File: config.mk
export PLATFORM = sky130hd
export DESIGN_NAME = hue_stage2
export DESIGN_NICKNAME = d
export VERILOG_FILES = /design/src/rtl/color_detect_pkg.sv /design/src/rtl/hue_tag_fifo.sv /design/src/rtl/hue_stage2.sv
export SDC_FILE = /design/constraint.sdc
export NUM_CORES = 1
export LEC_CHECK = 0
export BUFFER_PORTS_ARGS = -buffer_cell sky130_fd_sc_hd__buf_2
export CORE_MARGIN = 8
export CORE_UTILIZATION = 28
export CTS_CLUSTER_SIZE = 24
export DETAILED_ROUTE_END_ITERATION = 12
export SLEW_MARGIN = 10
export SYNTH_ARGS = -nofsm -noshare
export SYNTH_HDL_FRONTEND = slang
export SYNTH_SLANG_ARGS = --single-unit
File: constraint.sdc
create_clock -name i_clk -period 4.4 [get_ports i_clk]
set_input_delay 0 -clock i_clk [delete_from_list [all_inputs] [get_ports i_clk]]
set_output_delay 0 -clock i_clk [all_outputs]
set_load 0.01 [all_outputs]
File: src/rtl/color_detect_pkg.sv
// Shared types and constants for the color-detect hue path.
package color_detect_pkg;

   // Which channel holds the pixel maximum; GRAY marks an achromatic pixel.
   typedef enum logic [1:0] {
      SECT_R    = 2'd0,
      SECT_G    = 2'd1,
      SECT_B    = 2'd2,
      SECT_GRAY = 2'd3
   } sector_t;

   localparam int HUE_OFS_R     = 0;
   localparam int HUE_OFS_G     = 120;
   localparam int HUE_OFS_B     = 240;
   localparam int HUE_FRAC_BITS = 8;
   localparam int HUE_MAX       = 360;

   // Sector offset in degrees, pre-shifted into the Q.8 domain of the scaled quotient.
   function automatic logic [17:0] hue_ofs_fixed(input sector_t s);
      logic [17:0] ofs;
      case (s)
         SECT_G:  ofs = 18'(HUE_OFS_G << HUE_FRAC_BITS);
         SECT_B:  ofs = 18'(HUE_OFS_B << HUE_FRAC_BITS);
         default: ofs = 18'(HUE_OFS_R << HUE_FRAC_BITS);
      endcase
      return ofs;
   endfunction

endpackage

File: src/rtl/hue_tag_fifo.sv
// Synchronous tag FIFO. A pop is honoured only when the FIFO held data before
// this cycle (no push-to-pop bypass); a push into a full FIFO is honoured only
// when a pop frees a slot in the same cycle. Rejected operations raise a
// one-cycle overflow/underflow strobe.
module hue_tag_fifo #(
   parameter int WIDTH = 2,
   parameter int DEPTH = 32,
   parameter int LVL_W = $clog2(DEPTH + 1)
) (
   input  logic             i_clk,
   input  logic             i_rst,
   input  logic             i_push,
   input  logic [WIDTH-1:0] i_wdata,
   input  logic             i_pop,
   output logic [WIDTH-1:0] o_rdata,
   output logic             o_empty,
   output logic [LVL_W-1:0] o_level,
   output logic             o_overflow,
   output logic             o_underflow
);

   localparam int AW = $clog2(DEPTH);

   logic [WIDTH-1:0] mem_q [DEPTH];
   logic [AW-1:0]    wr_ptr_q, wr_ptr_d;
   logic [AW-1:0]    rd_ptr_q, rd_ptr_d;
   logic [LVL_W-1:0] count_q, count_d;
   logic             push_ok, pop_ok, full;

   // Accept/reject decisions and next pointer/occupancy values.
   always_comb begin
      full        = (count_q == LVL_W'(DEPTH));
      pop_ok      = i_pop && (count_q != '0);
      push_ok     = i_push && (!full || pop_ok);
      wr_ptr_d    = wr_ptr_q + AW'(push_ok);
      rd_ptr_d    = rd_ptr_q + AW'(pop_ok);
      count_d     = count_q + LVL_W'(push_ok) - LVL_W'(pop_ok);
      o_overflow  = i_push && !push_ok;
      o_underflow = i_pop && !pop_ok;
   end

   // Pointer and occupancy registers.
   always_ff @(posedge i_clk) begin
      if (i_rst) begin
         wr_ptr_q <= '0;
         rd_ptr_q <= '0;
         count_q  <= '0;
      end else begin
         wr_ptr_q <= wr_ptr_d;
         rd_ptr_q <= rd_ptr_d;
         count_q  <= count_d;
      end
   end

   // Storage; contents need no reset since occupancy gates every read.
   always_ff @(posedge i_clk) begin
      if (push_ok) begin
         mem_q[wr_ptr_q] <= i_wdata;
      end
   end

   assign o_rdata = mem_q[rd_ptr_q];
   assign o_empty = (count_q == '0);
   assign o_level = count_q;

endmodule

File: src/rtl/hue_stage2.sv
// Hue stage 2: pairs each stage1 quotient with its queued sector tag, scales
// by 60 degrees, adds the sector offset and wraps into 0..359.
// Build option: define HUE_STAGE2_ROUND_EN to round half up to integer
// degrees; otherwise the fractional part is floored.
module hue_stage2
   import color_detect_pkg::*;
#(
   parameter int TAG_DEPTH = 32
) (
   input  logic                             i_clk,
   input  logic                             i_rst,
   input  logic                             i_tag_valid,
   input  logic [1:0]                       i_sector,
   input  logic                             i_quot_valid,
   input  logic [15:0]                      i_quot,
   output logic [8:0]                       o_hue,
   output logic                             o_valid,
   output logic                             o_err,
   output logic [$clog2(TAG_DEPTH+1)-1:0]   o_tag_level
);

   localparam int LVL_W = $clog2(TAG_DEPTH + 1);

   logic [1:0]       tag_rdata;
   logic             tag_empty, tag_ovf, tag_unf, pop_ok;
   logic [LVL_W-1:0] tag_level;

   hue_tag_fifo #(
      .WIDTH (2),
      .DEPTH (TAG_DEPTH),
      .LVL_W (LVL_W)
   ) u_tag_fifo (
      .i_clk       (i_clk),
      .i_rst       (i_rst),
      .i_push      (i_tag_valid),
      .i_wdata     (i_sector),
      .i_pop       (i_quot_valid),
      .o_rdata     (tag_rdata),
      .o_empty     (tag_empty),
      .o_level     (tag_level),
      .o_overflow  (tag_ovf),
      .o_underflow (tag_unf)
   );

   // Stage A: clamped quotient with its sector.
   logic               a_valid_q, a_valid_d;
   logic signed [9:0]  a_quot_q, a_quot_d;
   sector_t            a_sector_q, a_sector_d;
   // Stage B: scaled quotient plus sector offset, Q.8 degrees.
   logic               b_valid_q, b_valid_d;
   logic signed [17:0] b_sum_q, b_sum_d;
   sector_t            b_sector_q, b_sector_d;
   // Stage C: output registers.
   logic               o_valid_q, o_valid_d;
   logic [8:0]         o_hue_q, o_hue_d;
   logic               err_q, err_d;

   logic signed [15:0] quot_s;
   logic signed [9:0]  quot_clamp;
   logic signed [21:0] prod;
   logic signed [17:0] rnd;
   logic signed [17:0] deg;
   logic signed [17:0] wrapped;

   // Stage A: pop the tag and clamp the quotient to +/-1.0.
   always_comb begin
      pop_ok = i_quot_valid && !tag_empty;
      quot_s = $signed(i_quot);
      if (quot_s > 16'sd256) begin
         quot_clamp = 10'sd256;
      end else if (quot_s < -16'sd256) begin
         quot_clamp = -10'sd256;
      end else begin
         quot_clamp = quot_s[9:0];
      end
      a_valid_d  = pop_ok;
      a_quot_d   = pop_ok ? quot_clamp : a_quot_q;
      a_sector_d = pop_ok ? sector_t'(tag_rdata) : a_sector_q;
   end

   // Stage B: scale by 60 and add the sector offset.
   always_comb begin
      prod       = a_quot_q * 22'sd60;
      b_valid_d  = a_valid_q;
      b_sum_d    = a_valid_q ? $signed(prod[17:0] + hue_ofs_fixed(a_sector_q)) : b_sum_q;
      b_sector_d = a_valid_q ? a_sector_q : b_sector_q;
   end

   // Stage C: drop the fraction, wrap into 0..359, force gray to 0.
   always_comb begin
`ifdef HUE_STAGE2_ROUND_EN
      rnd = b_sum_q + 18'sd128;
`else
      rnd = b_sum_q;
`endif
      deg = rnd >>> HUE_FRAC_BITS;
      if (deg < 18'sd0) begin
         wrapped = deg + 18'(HUE_MAX);
      end else if (deg >= 18'(HUE_MAX)) begin
         wrapped = deg - 18'(HUE_MAX);
      end else begin
         wrapped = deg;
      end
      o_valid_d = b_valid_q;
      if (!b_valid_q) begin
         o_hue_d = o_hue_q;
      end else if (b_sector_q == SECT_GRAY) begin
         o_hue_d = 9'd0;
      end else begin
         o_hue_d = wrapped[8:0];
      end
      err_d = err_q || tag_ovf || tag_unf;
   end

   // Pipeline and sticky error registers.
   always_ff @(posedge i_clk) begin
      if (i_rst) begin
         a_valid_q  <= 1'b0;
         a_quot_q   <= '0;
         a_sector_q <= SECT_R;
         b_valid_q  <= 1'b0;
         b_sum_q    <= '0;
         b_sector_q <= SECT_R;
         o_valid_q  <= 1'b0;
         o_hue_q    <= '0;
         err_q      <= 1'b0;
      end else begin
         a_valid_q  <= a_valid_d;
         a_quot_q   <= a_quot_d;
         a_sector_q <= a_sector_d;
         b_valid_q  <= b_valid_d;
         b_sum_q    <= b_sum_d;
         b_sector_q <= b_sector_d;
         o_valid_q  <= o_valid_d;
         o_hue_q    <= o_hue_d;
         err_q      <= err_d;
      end
   end

   assign o_hue       = o_hue_q;
   assign o_valid     = o_valid_q;
   assign o_err       = err_q;
   assign o_tag_level = tag_level;

endmodule

# [Word level (Yosys, flattened, before mapping)]
# Memories as Yosys holds them, arrays and structs flattened. A register that Yosys moved wholly into a read port is not among the register bits.
# Cells that the tools add are included.
[op_classes] n_eq_ne=4 reduce_logical=14 n_mux=8 mul=1 order_cmp=4 n_addsub=7
[op_table] cell="16-bit case mux with 2 select lines" count=1
[op_table] cell="9-bit two-way mux" count=3
[op_table] cell="10-bit two-way mux" count=2
[op_table] cell="18-bit adder" count=1
[op_table] cell="16-bit by 10-bit > comparator with 1-bit output (second input constant)" count=1
[op_table] cell="16-bit by 9-bit < comparator with 1-bit output (second input constant)" count=1
[op_table] cell="10-bit by 5-bit multiplier with 15-bit output (second input constant)" count=1
[op_table] cell="5-bit by 1-bit adder with 5-bit output" count=2
[op_table] cell="10-bit >= comparator (second input constant)" count=1
[op_table] cell="10-bit by 1-bit < comparator with 1-bit output (second input constant)" count=1
[op_table] cell="9-bit adder (second input constant)" count=1
[op_table] cell="9-bit subtractor (second input constant)" count=1
[op_table] cell="6-bit by 1-bit adder with 6-bit output" count=1
[op_table] cell="6-bit equality test (second input constant)" count=1
[op_table] cell="6-bit zero test" count=1
[op_table] cell="6-bit nonzero test" count=1
[op_table] cell="6-bit by 1-bit subtractor with 6-bit output" count=1
[op_table] cell="1-bit logical AND" count=5
[op_table] cell="2-bit equality test (second input constant)" count=2
[op_table] cell="1-bit zero test" count=4
[op_table] cell="1-bit logical OR" count=3
[op_table] cell="2-bit by 1-bit equality test with 1-bit output (second input constant)" count=1
[op_table] cell="1-bit two-way mux" count=2
[word_totals] ff_bits=59 n_memories=1 output_inout_bits=17 elab_cells=50 ramBits=64
[mem_list] name="u_tag_fifo.mem_q" words=32 word_bits=2 rd=1 rd_clocked_by_memory_dff=1 wr=1 line="hue_tag_fifo.sv:24" rtl="logic [WIDTH-1:0] mem_q [DEPTH];"

# [Longest topological paths before layout]
# Gate-level depths: netlist (run 1).
[depth] depth_word=8 depth_mapped=20 depth_no_buf=20

# [Hierarchy]
# A second synthesis (run 1) with hierarchy kept.
[hier_totals] cells_unflattened=604 hier_area_um2=6473.7
[by_module_without_submodules] mod="hue_tag_fifo" area_per_inst_um2=3594.7 cells_each=270 n_inst=1 seq_area_each_um2=2242.2
[by_module_without_submodules] mod="hue_stage2" area_per_inst_um2=2879.0 cells_each=334 n_inst=1 seq_area_each_um2=740.7

# [Worst setup path before layout (run 1)]
# OpenSTA, ideal clock, no wires.
[synth_path] kind="register to register" startpoint="reg a_quot_q[4]" endpoint="reg b_sum_q[16]" stages_incl_launch_ff=20 setup_time_ps=95 t_required_ps=4305 path_slack_ps=199 arrival_time_ps=4106 cell_sequence="dfxtp_1 > ha_1 > fa_1 > inv_1 > fa_1 > inv_1 > ha_1 > a21oi_1 > nor2b_1 > o31ai_1 > nand2b_1 > a21oi_1 > xnor2_1 > ha_1 > a21o_1 > a21oi_1 > o21ai_0 > nor3_1 > nand3_1 > o311ai_1"
[synth_between] elab_chain_len=2
[synth_rtl] item="start, declared" line="hue_stage2.sv:47" rtl="logic signed [9:0] a_quot_q, a_quot_d;"
[synth_rtl] item="start signal, assigned" line="hue_stage2.sv:129" rtl="a_quot_q <= a_quot_d;"
[synth_rtl] item="10-bit by 5-bit multiplier with 15-bit output" line="hue_stage2.sv:83" rtl="prod = a_quot_q * 22'sd60;"
[synth_rtl] item="18-bit adder" line="hue_stage2.sv:85" rtl="b_sum_d = a_valid_q ? $signed(prod[17:0] + hue_ofs_fixed(a_sector_q)) : b_sum_q;"
[synth_rtl] item="end signal, assigned" line="hue_stage2.sv:132" rtl="b_sum_q <= b_sum_d;"
[synth_rtl] item="end, declared" line="hue_stage2.sv:51" rtl="logic signed [17:0] b_sum_q, b_sum_d;"
# Every way passes these cells.
# A chain may end at the register's enable or synchronous reset.

# [Final worst setup path (run 1)]
[layout_path] startpoint="reg a_quot_q[3]" endpoint="reg b_sum_q[16]"
# The elaborated chain is that of the path after synthesis.

==> results of run 1 <==
[stage by stage]
stage / TNS [ns] / utilization / cell area, sq um / worst slack [ns]
final: 0 / 0.3452 / 7557 / 0.2178
after global routing: -0.08308 / 0.3452 / 7557 / -0.05115
after CTS: 0 / 0.3401 / 7445 / 0.05285
after detailed placement: 0 / 0.3074 / 6730 / 0.02650
after global placement: 0 / 0.3074 / 6730 / 0.1162
after floorplan: 0 / - / 6243 / 0.1988
[metal layers]
| layer | wire length, um | vias up | track usage |
|---|---|---|---|
| met5 | 0 | - | 0 |
| met4 | 282 | 0 | 0.04221 |
| met3 | 276 | 28 | 0.02405 |
| met2 | 6651 | 40 | 0.1787 |
| met1 | 5505 | 1990 | 0.1086 |
| li1 | - | 2079 | - |
[how the worst min path moves through the flow]
stage                                   endpoint  cells after the start
after floorplan           u_tag_fifo.mem_q[0][0]                      0
final                                      o_err                      5
after detailed placement             a_quot_q[0]                      3
after global placement               a_quot_q[6]                      3
after global routing                       o_err                      5
after CTS                                  o_err                      5
[flip-flops by register name, indices dropped and copies added (netlist names)]
signal               count
b_sum_q                 10
o_err                    1
a_sector_q               2
u_tag_fifo.wr_ptr_q      5
b_valid_q                1
o_valid                  1
u_tag_fifo.o_level       6
b_sector_q               2
a_valid_q                1
u_tag_fifo.rd_ptr_q      5
a_quot_q                10
u_tag_fifo.mem_q        64
o_hue                    9
[placed cells by master (no fill, tap or decap), types with 3 or more instances in the layout]
master         synthesis  routed
nor2_1                87      87
edfxtp_1              64      64
dfxtp_1               53      50
ha_1                  48      41
buf_2                  1      38
inv_1                 28      28
a21oi_1               31      25
nand2_1               24      24
nor2b_1               20      18
clkbuf_16              0      18
xor2_1                17      16
mux4_2                14      14
fa_1                  14      13
xnor2_1               12      12
nand3_1               11      11
dlygate4sd3_1          0      11
buf_4                  2       9
o21ai_1                7       8
mux2i_1                8       8
a22oi_1                8       8
a211oi_1               7       7
nor3_1                 8       7
a21oi_2                0       6
mux4_1                 6       6
clkbuf_8               0       6
inv_2                  5       5
a21o_1                 5       5
nand4_1                5       5
o21ai_0                6       5
nand2b_1               4       4
or3_1                  4       4
nor4_1                 4       4
o31ai_1                5       4
ha_4                   0       4
clkinv_2               0       4
nand3b_1               3       3
ha_2                   0       3
dfxtp_2                0       3
[final cells by class]
class / count / area share
inverter: 33 / 0.01639
multi-input combinational: 377 / 0.4139
clock inverter: 7 / 0.008444
clock buffer: 25 / 0.07103
sequential: 117 / 0.3952
timing repair buffer: 58 / 0.04868
tap: 280 / 0.04636
[worst max-delay path, stage by stage (launching register included)]
cell and delay (ns):
dfxtp_2 0.33, buf_4 0.15, ha_2 0.32, fa_1 0.45, fa_1 0.46, ha_4 0.28
a21oi_2 0.13, nor2b_2 0.06, o31ai_2 0.28, nand2b_1 0.15, a21oi_2 0.20, xnor2_1 0.14
ha_1 0.25, a21o_1 0.17, a21oi_2 0.17, o21ai_1 0.13, nor3_2 0.20, nand3_1 0.11
o311ai_1 0.10
[what timing repair did]
item / CTS / global route
resized for setup: 1 / 22
gates cloned: 0 / 0
pin swaps: 0 / 9
hold endpoints to repair: 11 / 0
hold buffers: 11 / 0
endpoints found under the setup margin: 1 / 5
buffers inserted: 0 / 1
[logic make-up after synthesis]
| logic type | after synthesis | share of synthesized area |
|---|---|---|
| simple gates | 174 | 0.1273 |
| flops | 117 | 0.4778 |
| compound gates | 80 | 0.07936 |
| fa+ha+maj | 62 | 0.1411 |
| buf+inv | 54 | 0.03807 |
| mux | 32 | 0.09579 |
| xor+xnor | 29 | 0.04068 |
[where the power goes]
| group | internal [uW] | switching (uW) | leakage (uW) |
|---|---|---|---|
| Clock | 896 | 468 | 0.000301 |
| Sequential | 1230 | 126 | 0.00101 |
| Combinational | 479 | 482 | 0.00169 |
| Total | 2610 | 1080 | 0.00300 |
==> results, run 1 <==
- The DRC violation total after the first TritonRoute iteration is 232.
- The source of the worst register-to-register timing path is a_quot_q[3].
- Of the available clock period, the critical path in the final layout requires 0.9505.
- The number of max-slew violations in the final report is 0.
- The clock net in this run drives a total of about 120 sinks.
- The detail-routed via count per cell is about 4.6.
- Max-cap violations in this run came to 0.
- The quantity of I/O buffers inserted on ports is 38.
- The pin count of the biggest net entering global routing is 55.
- In the final layout, the share of cells above drive strength 1 is 0.1977.
- The routed via count is about 4100.
- In this run the clock root is driven by a clkbuf_16.
- The worst max-slew margin expressed relative to the limit is 0.3145.
- Data on the critical path is required at its endpoint by approximately 4.7 ns.
- The final wirelength is approximately 13000 um.
- The average routed wire per standard cell is between 10 and 15 um.
- The final number of hold-violating endpoints came to 0.
- The number of global-route vias before repair is 4301.
- The kind of end point of the critical path is a flip-flop.
- The post-layout instance count excluding filler cells is between 800 and 900.
- In this run the standard cell core region covers between 0.02 and 0.025 sq mm.
- The layout has about 2200 filler cells.
- The cell row count is between 50 and 60.
- The library cell with the highest instance count after synthesis is nor2_1.
- The maximum clock insertion buffer count is 2.
- Of all cell types, the one taking the most synthesized area is edfxtp_1.
- Yosys printed 0 warnings.
- The effective utilization at floorplan is 0.2852.
- The I/O pin count is 39.
- The worst-skew pair later-pin latency is approximately 0.41 ns.
- At the end of routability-driven placement, the weighted congestion stood at approximately 0.8.
- The area used by multi-input combinational logic is 0.003128 sq mm.
- The highest achievable clock rate is between 0.2 and 0.25 GHz.
- The count of final setup violators is 0.
- The number of buffers added by the clock tree synthesis step is 17.
- The final-layout worst hold slack is 0.01353 ns.
- The repair_antennas step left the layout with diodes totalling 0.
- The data arrival time of the worst path is roughly 4.5 ns.
- The number of different library cells used by synthesis comes to 48.
- The critical path starts at a_quot_q[3].
- In this run the remaining antenna-violating nets after routing total 0.
- TritonCTS built the clock tree.
- The area growth from synthesis to layout is 21.04%.
- The total chip power is around 3700 uW.
- The first global-routing pass estimated 21190 um of wire.
- STA classifies the critical path startpoint as a flip-flop.
- After the last flow step, the layout net total stands at between 600 and 700.
- The share of flip-flops with an asynchronous set or reset is 0.
- The worst-case IR drop observed on VDD is between 0.3 and 0.4 mV.
- The number of antenna violations at the first check in global routing is 0.
- For the pin with the worst max-slew slack, the measured transition is 1.027 ns.
- The path class of the tightest hold or removal check is in -> reg.
- Synthesis inferred approximately 120 register bits.
- The detailed-routing iteration count for the pre-antenna-repair pass is 4.
- CTS built an H-tree with a depth of 4.
- The number of enable flip-flop cells after synthesis is 64.
- The sequential share of the synthesized area is 0.4778.
- The total global routing overflow is 0.
- The worst setup slack for register-to-register paths is around 0.22 ns.
- The total nets after synthesis is 632.
- Of the post-synthesis cell area, the dominant cell type holds 0.3078.
- The netlist area before placement is between 0.006 and 0.007 sq mm.
- The post-synthesis area per instance is about 11 sq um.
- Counting I/O delays and the setup requirement, the final critical path takes approximately 4.2 ns.
- After clock tree synthesis, the clock-pin slew on the worst setup and hold paths is approximately 0.060 ns.
- The flow ran to the end, and the final reports show no timing, DRC or antenna violations.
- For this design the static power due to leakage is 0.002996 uW.
- From bottom edge to top edge, the die measures roughly 170 um.
- The cell count after synthesis is approximately 550.
- For this run, the leading register cell type out of synthesis is edfxtp_1.
- After detailed placement, the design holds a cell count of about 850.
- Across every metal layer, demand over resource in global routing totals 0.09889.
- The power density of the placed cells is roughly 490 mW/mm^2.
- The area of all sequential standard cells is approximately 0.003 sq mm.
- The maximum net fanout on the critical path is 4.
- The startpoint identified for the worst hold timing path is i_tag_valid.
- The worst setup path is of the reg -> reg kind.
- The number of design rule violations left after detail routing is 0.
- Yosys attributes the largest share of cell area to edfxtp_1, dfxtp_1, ha_1.
- The worst-case reg-to-reg path depth is 18.
- Ranked by instance count, the synthesized netlist is headed by nor2_1, edfxtp_1, dfxtp_1.
- The horizontal die dimension is between 150 and 200 um.
- The critical path ends at b_sum_q[16].
- Between clock sinks in the finished design, the worst skew comes to 0.007642 ns.
- The reg-to-reg critical path endpoint is b_sum_q[16].
- The detailed-placement wirelength estimate is roughly 9000 um.
- The die covers approximately 0.027 sq mm.
No activity file was read; power rests on OpenSTA's default activity.
==> run 2: changes to the inputs <==
ABC_AREA = 1   (was unset)
==> results, run 2 <==
- Status: finished clean (unchanged).
- The count of final setup violators was 0 (unchanged).
- The top register by number of flip-flops is u_tag_fifo.mem_q (unchanged).
- The CTS tree is done (unchanged).
- The class of the most critical setup path is reg -> reg (unchanged).
- The post-synthesis area per instance is 9.025 sq um (was 11.39 sq um).
- The first-pass GRT wire length is 23740 um (was 21190 um).
- The post-layout minimum cycle time is 4.132 ns (was 4.182 ns).
- The classification of the worst-slack hold path is in -> reg (unchanged).
- The effective utilization at floorplan is 0.2857 (was 0.2852).
- The root buffer selected by CTS is clkbuf_16 (unchanged).
- The number of design rule violations left after detail routing came to 0 (unchanged).
- The worst max-slew margin expressed relative to the limit is 0.5047 (was 0.3145).
- The average routed wire per standard cell is 13.37 um (was 14.18 um).
- The clock transition at the register clock pins on the worst setup and hold paths after CTS is 0.06 ns (about the same).
- The dominant cell type by count on the critical path is nand2_1 (was a21oi_2).
- The maximum clock insertion buffer count came to 2 (unchanged).
- The library cell occupying the most area in the post-synthesis netlist is edfxtp_1 (unchanged).
- The total of max-cap violations came to 0 (unchanged).
- The highest achievable clock rate is 0.2420 GHz (was 0.2391 GHz).
- Worst-path cell chain: ha_1 -> fa_1 -> fa_1 -> ha_4 -> nand2_1 -> nand2_1 -> inv_1 -> a21oi_4 -> nor2_1 -> nor2_2 -> o21ai_1 -> nand2_1 -> xor2_1 -> ha_2 -> inv_1 -> fa_2 -> o21bai_1 -> a21oi_1 -> inv_1 -> nand2_1 -> nand4_1 -> o21ai_0 (was buf_4 -> ha_2 -> fa_1 -> fa_1 -> ha_4 -> a21oi_2 -> nor2b_2 -> o31ai_2 -> nand2b_1 -> a21oi_2 -> xnor2_1 -> ha_1 -> a21o_1 -> a21oi_2 -> o21ai_1 -> nor3_2 -> nand3_1 -> o311ai_1).
- The worst IR drop on VDD is 0.3174 mV (was 0.3135 mV).
- The final-layout worst hold slack is 0.06299 ns (was 0.01353 ns).
- The number of buffers added by the clock tree synthesis step came to 17 (unchanged).
- The full die area is 0.02830 sq mm (was 0.02733 sq mm).
- The netlist area before placement is 0.006489 sq mm (was 0.006243 sq mm).
- The total negative slack came to 0 ns (unchanged).
- The aggregate global-route resource usage came to 0.1022 (was 0.09889).
- The standard cell with the maximum stage delay on the critical path is fa_1 (unchanged).
- The library cell with the highest instance count after synthesis is nor2_1 (unchanged).
- The final wirelength came to 14350 um (was 12720 um).
- The transition time of the tightest slew-check pin is 0.7419 ns (was 1.027 ns).
- The height of the die is 168.2 um (was 165.3 um).
- Top area cells in the synthesized netlist: edfxtp_1, dfxtp_1, ha_1 (unchanged).
- The I/O pin count is 39 (unchanged).
- The most common cell after layout, fill and taps aside is nor2_1 (unchanged).
- The power density of the placed cells came to 512.6 mW/mm^2 (was 487.2 mW/mm^2).
- The area of the placeable core is 0.02271 sq mm (was 0.02189 sq mm).
- The final weighted congestion in routability-driven placement is 0.7747 (was 0.7830).
- The cell count after synthesis was 719 (was 548).
- The antenna diode instance count is 0 (unchanged).
- The top-area cell type share of the netlist area is 0.2962 (was 0.3078).
- The routed via count is 4943 (was 4137).
- The maximum net fanout on the critical path was 4 (unchanged).
- The DRC violation total after the first TritonRoute iteration is 295 (was 232).
- The count of nets left with antenna violations after detail routing was 0 (unchanged).
- The required time at the endpoint of the critical path is 4.69 ns (was 4.71 ns).
- The number of enable flip-flop cells after synthesis is 64 (unchanged).
- The count of yosys warnings during synthesis is 0 (unchanged).
- Largest regs: u_tag_fifo.mem_q x64, a_quot_q x10, b_sum_q x10 (unchanged).
- The total global routing overflow is 0 (unchanged).
- The total nets after synthesis is 803 (was 632).
- The number of flip-flops in the largest register is 64 (unchanged).
- The worst path buffer plus inverter count is 3 (was 1).
- Commonest cells after routing, fill and taps aside: nor2_1, nand2_1, inv_1 (was nor2_1, edfxtp_1, dfxtp_1).
- The synthesized flop and latch total is 117 (unchanged).
- The quantity of I/O buffers inserted on ports is 38 (unchanged).
- The detailed-placement wirelength estimate is 9982 um (was 8752 um).
- The share of the clock period used by the worst path after layout came to 0.9390 (was 0.9505).
- The CTS sink count is 117 (unchanged).
- The final clock skew came to 0.01129 ns (was 0.007642 ns).
- The total leakage power is 0.003131 uW (was 0.002996 uW).
- The type of element launching the critical path is a flip-flop (unchanged).
- The data arrival time of the worst path is 4.42 ns (was 4.49 ns).
- The primary flip-flop cell chosen by synthesis mapping was edfxtp_1 (unchanged).
- The delay contributed by the slowest stage of the critical path is 0.53 ns (was 0.46 ns).
- The number of global-route vias before repair was 4996 (was 4301).
- The number of levels in the clock H-tree is 4 (unchanged).
- The number of fill cells in the layout is 2299 (was 2229).
- The detailed-routing iteration count for the pre-antenna-repair pass is 4 (unchanged).
- The detail-routed via count per cell is 4.607 (was 4.612).
- The share of post-route cells with drive strength above 1 is 0.1586 (was 0.1977).
- The cell row count is 55 (was 54).
- The number of antenna violations at the first check in global routing came to 0 (unchanged).
- The share of flip-flops with an asynchronous set or reset is 0 (unchanged).
- The final number of hold-violating endpoints is 0 (unchanged).
- The kind of end point of the critical path is a flip-flop (unchanged).
- The largest delay contributor family on the critical path is adder cells (unchanged).
- The area added between synthesis and finish was 19.24% (was 21.04%).
- The net count of the finished layout is 859 (was 688).
- The worst-skew pair later-pin latency is 0.41 ns (about the same).
- The number of different library cells in the post-synthesis netlist was 49 (was 48).
- The sequential share of the synthesized area was 0.4597 (was 0.4778).
- The number of max-slew violations in the final report was 0 (unchanged).
- The horizontal die dimension is 168.2 um (was 165.3 um).
- Cell types with the highest counts after synthesis: nor2_1, nand2_1, inv_1 (was nor2_1, edfxtp_1, dfxtp_1).
- The pin count of the biggest net entering global routing is 35 (was 55).
-- run 2: cell count changes after synthesis, sizes merged, moves of 9 or more --
| cell | before | now |
|---|---|---|
| inv | 33 | 85 |
| o21ai | 13 | 59 |
| mux4 | 20 | 0 |
| nand3 | 11 | 32 |
| nor2b | 20 | 0 |
| nand4 | 5 | 14 |
| nand2 | 24 | 110 |
| a21oi | 31 | 46 |
| nor2 | 87 | 107 |
| o22ai | 1 | 12 |
-- run 2: through the flow --
step / instance area, sq um / util / instances / total power, uW / setup WS, ns
floorplan: 6489 / - / 719 / 2302 / 0.4885
global placement: 6967 / 0.3068 / 1027 / 2580 / 0.2852
detailed placement: 6967 / 0.3068 / 1027 / 2597 / 0.1498
finish: 7737 / 0.3407 / 1073 / 3966 / 0.2682
global route: 7737 / 0.3407 / 1073 / 4266 / -0.07580
CTS: 7667 / 0.3376 / 1071 / 3973 / 0.1175
-- run 2: kinds of logic after synthesis --
| logic type | Yosys count | synth area share |
|---|---|---|
| simple gates | 277 | 0.1884 |
| compound gates | 143 | 0.1304 |
| flops | 117 | 0.4597 |
| buf+inv | 104 | 0.06421 |
| fa+ha+maj | 62 | 0.1358 |
| xor+xnor | 16 | 0.02160 |
-- run 2: where the power goes --
group	total (uW)	switching [uW]	leakage, uW	internal (uW)
Combinational	1290	807	0.00185	485
Sequential	1330	86.2	0.00101	1240
Clock	1350	514	0.000273	835
Total	3970	1410	0.00313	2560
-- run 2: final cells by class --
cell class | count | area [sq um] | area share
Multi-Input combinational cell | 498 | 3136 | 0.4052
Tap cell | 285 | 356.6 | 0.04609
Timing Repair Buffer | 55 | 347.8 | 0.04495
Inverter | 86 | 325.3 | 0.04204
Clock inverter | 15 | 155.1 | 0.02005
Sequential cell | 117 | 2992 | 0.3866
Clock buffer | 17 | 425.4 | 0.05498
-- run 2: path summary, 6_finish.rpt --
check        depth (start not counted)  slack, ns       endpoint     startpoint
min                                  5       0.06    a_quot_q[8]     i_quot[13]
max                                 22       0.27    b_sum_q[17]    a_quot_q[2]
min reg2reg                          2       0.46  b_sector_q[0]  b_sector_q[0]
max reg2reg                         22       0.27    b_sum_q[17]    a_quot_q[2]
-- run 2: layer usage --
metal  vias to the layer above  part of all wire  track usage
met2                       107              0.45       0.1597
met4                         0             0.012      0.03727
met3                        14             0.042      0.02830
met1                      2257              0.50       0.1328
met5                         -                 0            0
li1                       2565                 -            -
-- run 2: repair_timing --
item / in CTS / in global routing
resized for setup: 0 / 12
hold buffers: 12 / 0
buffers inserted: 0 / 2
endpoints found under the hold margin: 11 / 0
endpoints found under the setup margin: 0 / 3
-- run 2: tightest hold or removal path: stages --
cell	delay [ns]
buf_2	0.08
nor4_1	0.05
nand4_1	0.08
nor4_1	0.06
a211oi_1	0.15
==> run 3: changes to the inputs <==
--- a/config.mk
+++ b/config.mk
@@ -8,4 +8,5 @@
 export ABC_AREA = 1
 export BUFFER_PORTS_ARGS = -buffer_cell sky130_fd_sc_hd__buf_2
+export CORE_ASPECT_RATIO = 2
 export CORE_MARGIN = 8
 export CORE_UTILIZATION = 28
==> constraint.sdc (replaced) <==
create_clock -name i_clk -period 4.6 [get_ports i_clk]
set_input_delay 0 -clock i_clk [delete_from_list [all_inputs] [get_ports i_clk]]
set_output_delay 0 -clock i_clk [all_outputs]
set_load 0.1 [all_outputs]
==> results, run 3 (synthesized netlist as in run 2, its figures left out) <==
- The maximum net fanout on the critical path is 5 (was 4).
- The quantity of I/O buffers inserted on ports is 38 (unchanged).
- Setup repair after global routing left no endpoint under its margin.
- The count of nets left with antenna violations after detail routing is 0 (unchanged).
- The aggregate global-route resource usage is 0.1068 (was 0.1022).
- The number of global-route vias before repair came to 5140 (was 4996).
- The CTS sink count is 117 (unchanged).
- The worst-skew pair later-pin latency is 0.42 ns (was 0.41 ns).
- The post-layout minimum cycle time came to 4.189 ns (was 4.132 ns).
- The total global routing overflow came to 0 (unchanged).
- The I/O pin count is 39 (unchanged).
- The total negative slack came to 0 ns (unchanged).
- The routed via count was 5076 (was 4943).
- The worst-case setup margin in the final layout was 0.4114 ns (was 0.2682 ns).
- The area added between synthesis and finish is 18.26% (was 19.24%).
- The number of flip-flops in the largest register is 64 (unchanged).
- The final wirelength came to 14480 um (was 14350 um).
- The clock network fraction of total power is 0.329 (was 0.340).
- The worst IR drop on VDD was 0.4642 mV (was 0.3174 mV).
- The delay contributed by the slowest stage of the critical path is 0.50 ns (was 0.53 ns).
- The highest achievable clock rate is 0.2387 GHz (was 0.2420 GHz).
- Status: finished clean (unchanged).
- The first-pass GRT wire length is 24320 um (was 23740 um).
- The final weighted congestion in routability-driven placement is 0.8066 (was 0.7747).
- The root buffer selected by CTS is clkbuf_16 (unchanged).
- Commonest cells after routing, fill and taps aside: nor2_1, nand2_1, inv_1 (unchanged).
- The share of the clock period used by the worst path after layout is 0.9106 (was 0.9390).
- The detailed-placement wirelength estimate is 10060 um (was 9982 um).
- The effective utilization at floorplan is 0.2817 (was 0.2857).
- The type of element launching the critical path is a flip-flop (unchanged).
- The pin count of the biggest net entering global routing is 35 (unchanged).
- Largest regs: u_tag_fifo.mem_q x64, a_quot_q x10, b_sum_q x10 (unchanged).
- The maximum clock insertion buffer count is 2 (unchanged).
- The power density of the placed cells was 521.1 mW/mm^2 (was 512.6 mW/mm^2).
- The DRC violation total after the first TritonRoute iteration is 369 (was 295).
- The number of levels in the clock H-tree is 4 (unchanged).
- The switching share of power is 0.3773 (was 0.3548).
- The number of resized instances in the post-cts repair step came to 0 (unchanged).
- The final clock skew is 0.006884 ns (was 0.01129 ns).
- The most common cell after layout, fill and taps aside is nor2_1 (unchanged).
- The final cell utilization of the core is 0.3332 (was 0.3407).
- The dominant cell type by count on the critical path is inv_1 (was nand2_1).
- The required time at the endpoint of the critical path is 4.91 ns (was 4.69 ns).
- The final number of hold-violating endpoints came to 0 (unchanged).
- The average routed wire per standard cell came to 13.55 um (was 13.37 um).
- The height of the die is 231.3 um (was 168.2 um).
- The top register by number of flip-flops is u_tag_fifo.mem_q (unchanged).
- The horizontal die dimension was 123.6 um (was 168.2 um).
- The area of the placeable core is 0.02303 sq mm (was 0.02271 sq mm).
- The number of buffers added by the clock tree synthesis step is 17 (unchanged).
- The standard cell with the maximum stage delay on the critical path is fa_1 (unchanged).
- The number of max-slew violations in the final report is 0 (unchanged).
- The total of max-cap violations is 0 (unchanged).
- The antenna diode instance count is 0 (unchanged).
- The part of the power in combinational logic is 0.354 (was 0.326).
- The class of the most critical setup path is reg -> reg (unchanged).
- The share of post-route cells with drive strength above 1 is 0.1412 (was 0.1586).
- The full die area is 0.02860 sq mm (was 0.02830 sq mm).
- The count of final setup violators is 0 (unchanged).
- The cell row count is 79 (was 55).
- The internal power is 2490 uW (was 2559 uW).
- The CTS tree is done (unchanged).
- The net count of the finished layout was 857 (was 859).
- The transition time of the tightest slew-check pin is 0.7894 ns (was 0.7419 ns).
- The data arrival time of the worst path is 4.49 ns (was 4.42 ns).
- The clock transition at the register clock pins on the worst setup and hold paths after CTS is 0.06 ns (about the same).
- The worst max-slew margin expressed relative to the limit was 0.4730 (was 0.5047).
- The number of antenna violations at the first check in global routing is 0 (unchanged).
- The register share of total power was 0.317 (was 0.334).
- The kind of end point of the critical path was a flip-flop (unchanged).
- The number of design rule violations left after detail routing was 0 (unchanged).
- The detail-routed via count per cell came to 4.748 (was 4.607).
- The total leakage power is 0.003143 uW (was 0.003131 uW).
- The net switching power of the design is 1508 uW (was 1407 uW).
- The classification of the worst-slack hold path is in -> reg (unchanged).
- The detailed-routing iteration count for the pre-antenna-repair pass came to 6 (was 4).
- Worst-path cell chain: ha_1 -> fa_1 -> inv_1 -> fa_1 -> inv_1 -> ha_1 -> inv_2 -> a21oi_4 -> nor2_1 -> nor2_2 -> o21ai_1 -> nand2_1 -> xor2_1 -> ha_1 -> inv_1 -> fa_1 -> o21bai_1 -> a21oi_1 -> inv_1 -> nand2_1 -> nand4_1 -> o21ai_0 (was ha_1 -> fa_1 -> fa_1 -> ha_4 -> nand2_1 -> nand2_1 -> inv_1 -> a21oi_4 -> nor2_1 -> nor2_2 -> o21ai_1 -> nand2_1 -> xor2_1 -> ha_2 -> inv_1 -> fa_2 -> o21bai_1 -> a21oi_1 -> inv_1 -> nand2_1 -> nand4_1 -> o21ai_0).
- The placement-stage worst setup slack is 0.4023 ns (was 0.1498 ns).
## run 3: cell types whose count changed in the layout (fill, tap and decap cells not counted), sizes merged
| cell | change |
|---|---|
| clkinv | -1 |
| clkinvlp | -2 |
| inv | -4 |
| buf | -2 |
| clkbuf | +7 |
## run 3: path summary, 6_finish.rpt
| path | depth (start not counted) | from | slack (ns) | end |
|---|---|---|---|---|
| max | 22 | a_quot_q[4] | 0.41 | b_sum_q[17] |
| min | 5 | i_quot[9] | 0.06 | a_quot_q[8] |
| max reg2reg | 22 | a_quot_q[4] | 0.41 | b_sum_q[17] |
| min reg2reg | 2 | b_sum_q[8] | 0.46 | b_sum_q[8] |
## run 3: worst max-delay path: cells and delay by family (launching register included)
kind / cells / cell delay, ns
fa+ha+maj: 6 / 2.22
compound gates: 5 / 0.54
flops: 1 / 0.47
simple gates: 5 / 0.41
buf+inv: 5 / 0.28
xor+xnor: 1 / 0.15
## run 3: metrics by stage
| step | hold slack (ns) | std cells | cell area (sq um) | total power, uW |
|---|---|---|---|---|
| 2_1_floorplan | 0.09887 | 719 | 6489 | 2401 |
| 3_3_place_gp | 0.2826 | 1025 | 6964 | 2662 |
| 3_5_place_dp | 0.2993 | 1025 | 6964 | 2701 |
| 4_1_cts | 0.06410 | 1069 | 7674 | 4022 |
| 5_1_grt | 0.1273 | 1069 | 7674 | 4248 |
| 6_report | 0.06234 | 1069 | 7674 | 3999 |
## run 3: cell type report
cell class | instances | area (sq um)
clock buffer | 24 | 493.0
sequential | 117 | 2983
inverter | 86 | 325.3
clock inverter | 8 | 96.34
timing repair buffer | 53 | 332.8
fill | 2363 | 15360
tap | 283 | 354.1
multi-input combinational | 498 | 3089
## run 3: repair_timing
action,in CTS,in global routing
hold buffers,12,0
hold endpoints to repair,11,0
setup buffers,0,0
## run 3: power groups by stage
stage | Combinational (uW) | Sequential [uW] | Clock, uW
global route | 1600 | 1280 | 1370
floorplan | 920 | 1480 | 0
detailed placement | 1410 | 1290 | 0
CTS | 1430 | 1270 | 1320
finish | 1420 | 1270 | 1310
global placement | 1380 | 1280 | 0
## run 3: layer usage
layer,vias up,global-route usage,routed length [um]
met5,-,0,0
met3,24,0.03193,800
met1,2380,0.1265,6450
met4,0,0.03786,267
met2,119,0.1772,6962
li1,2553,-,-
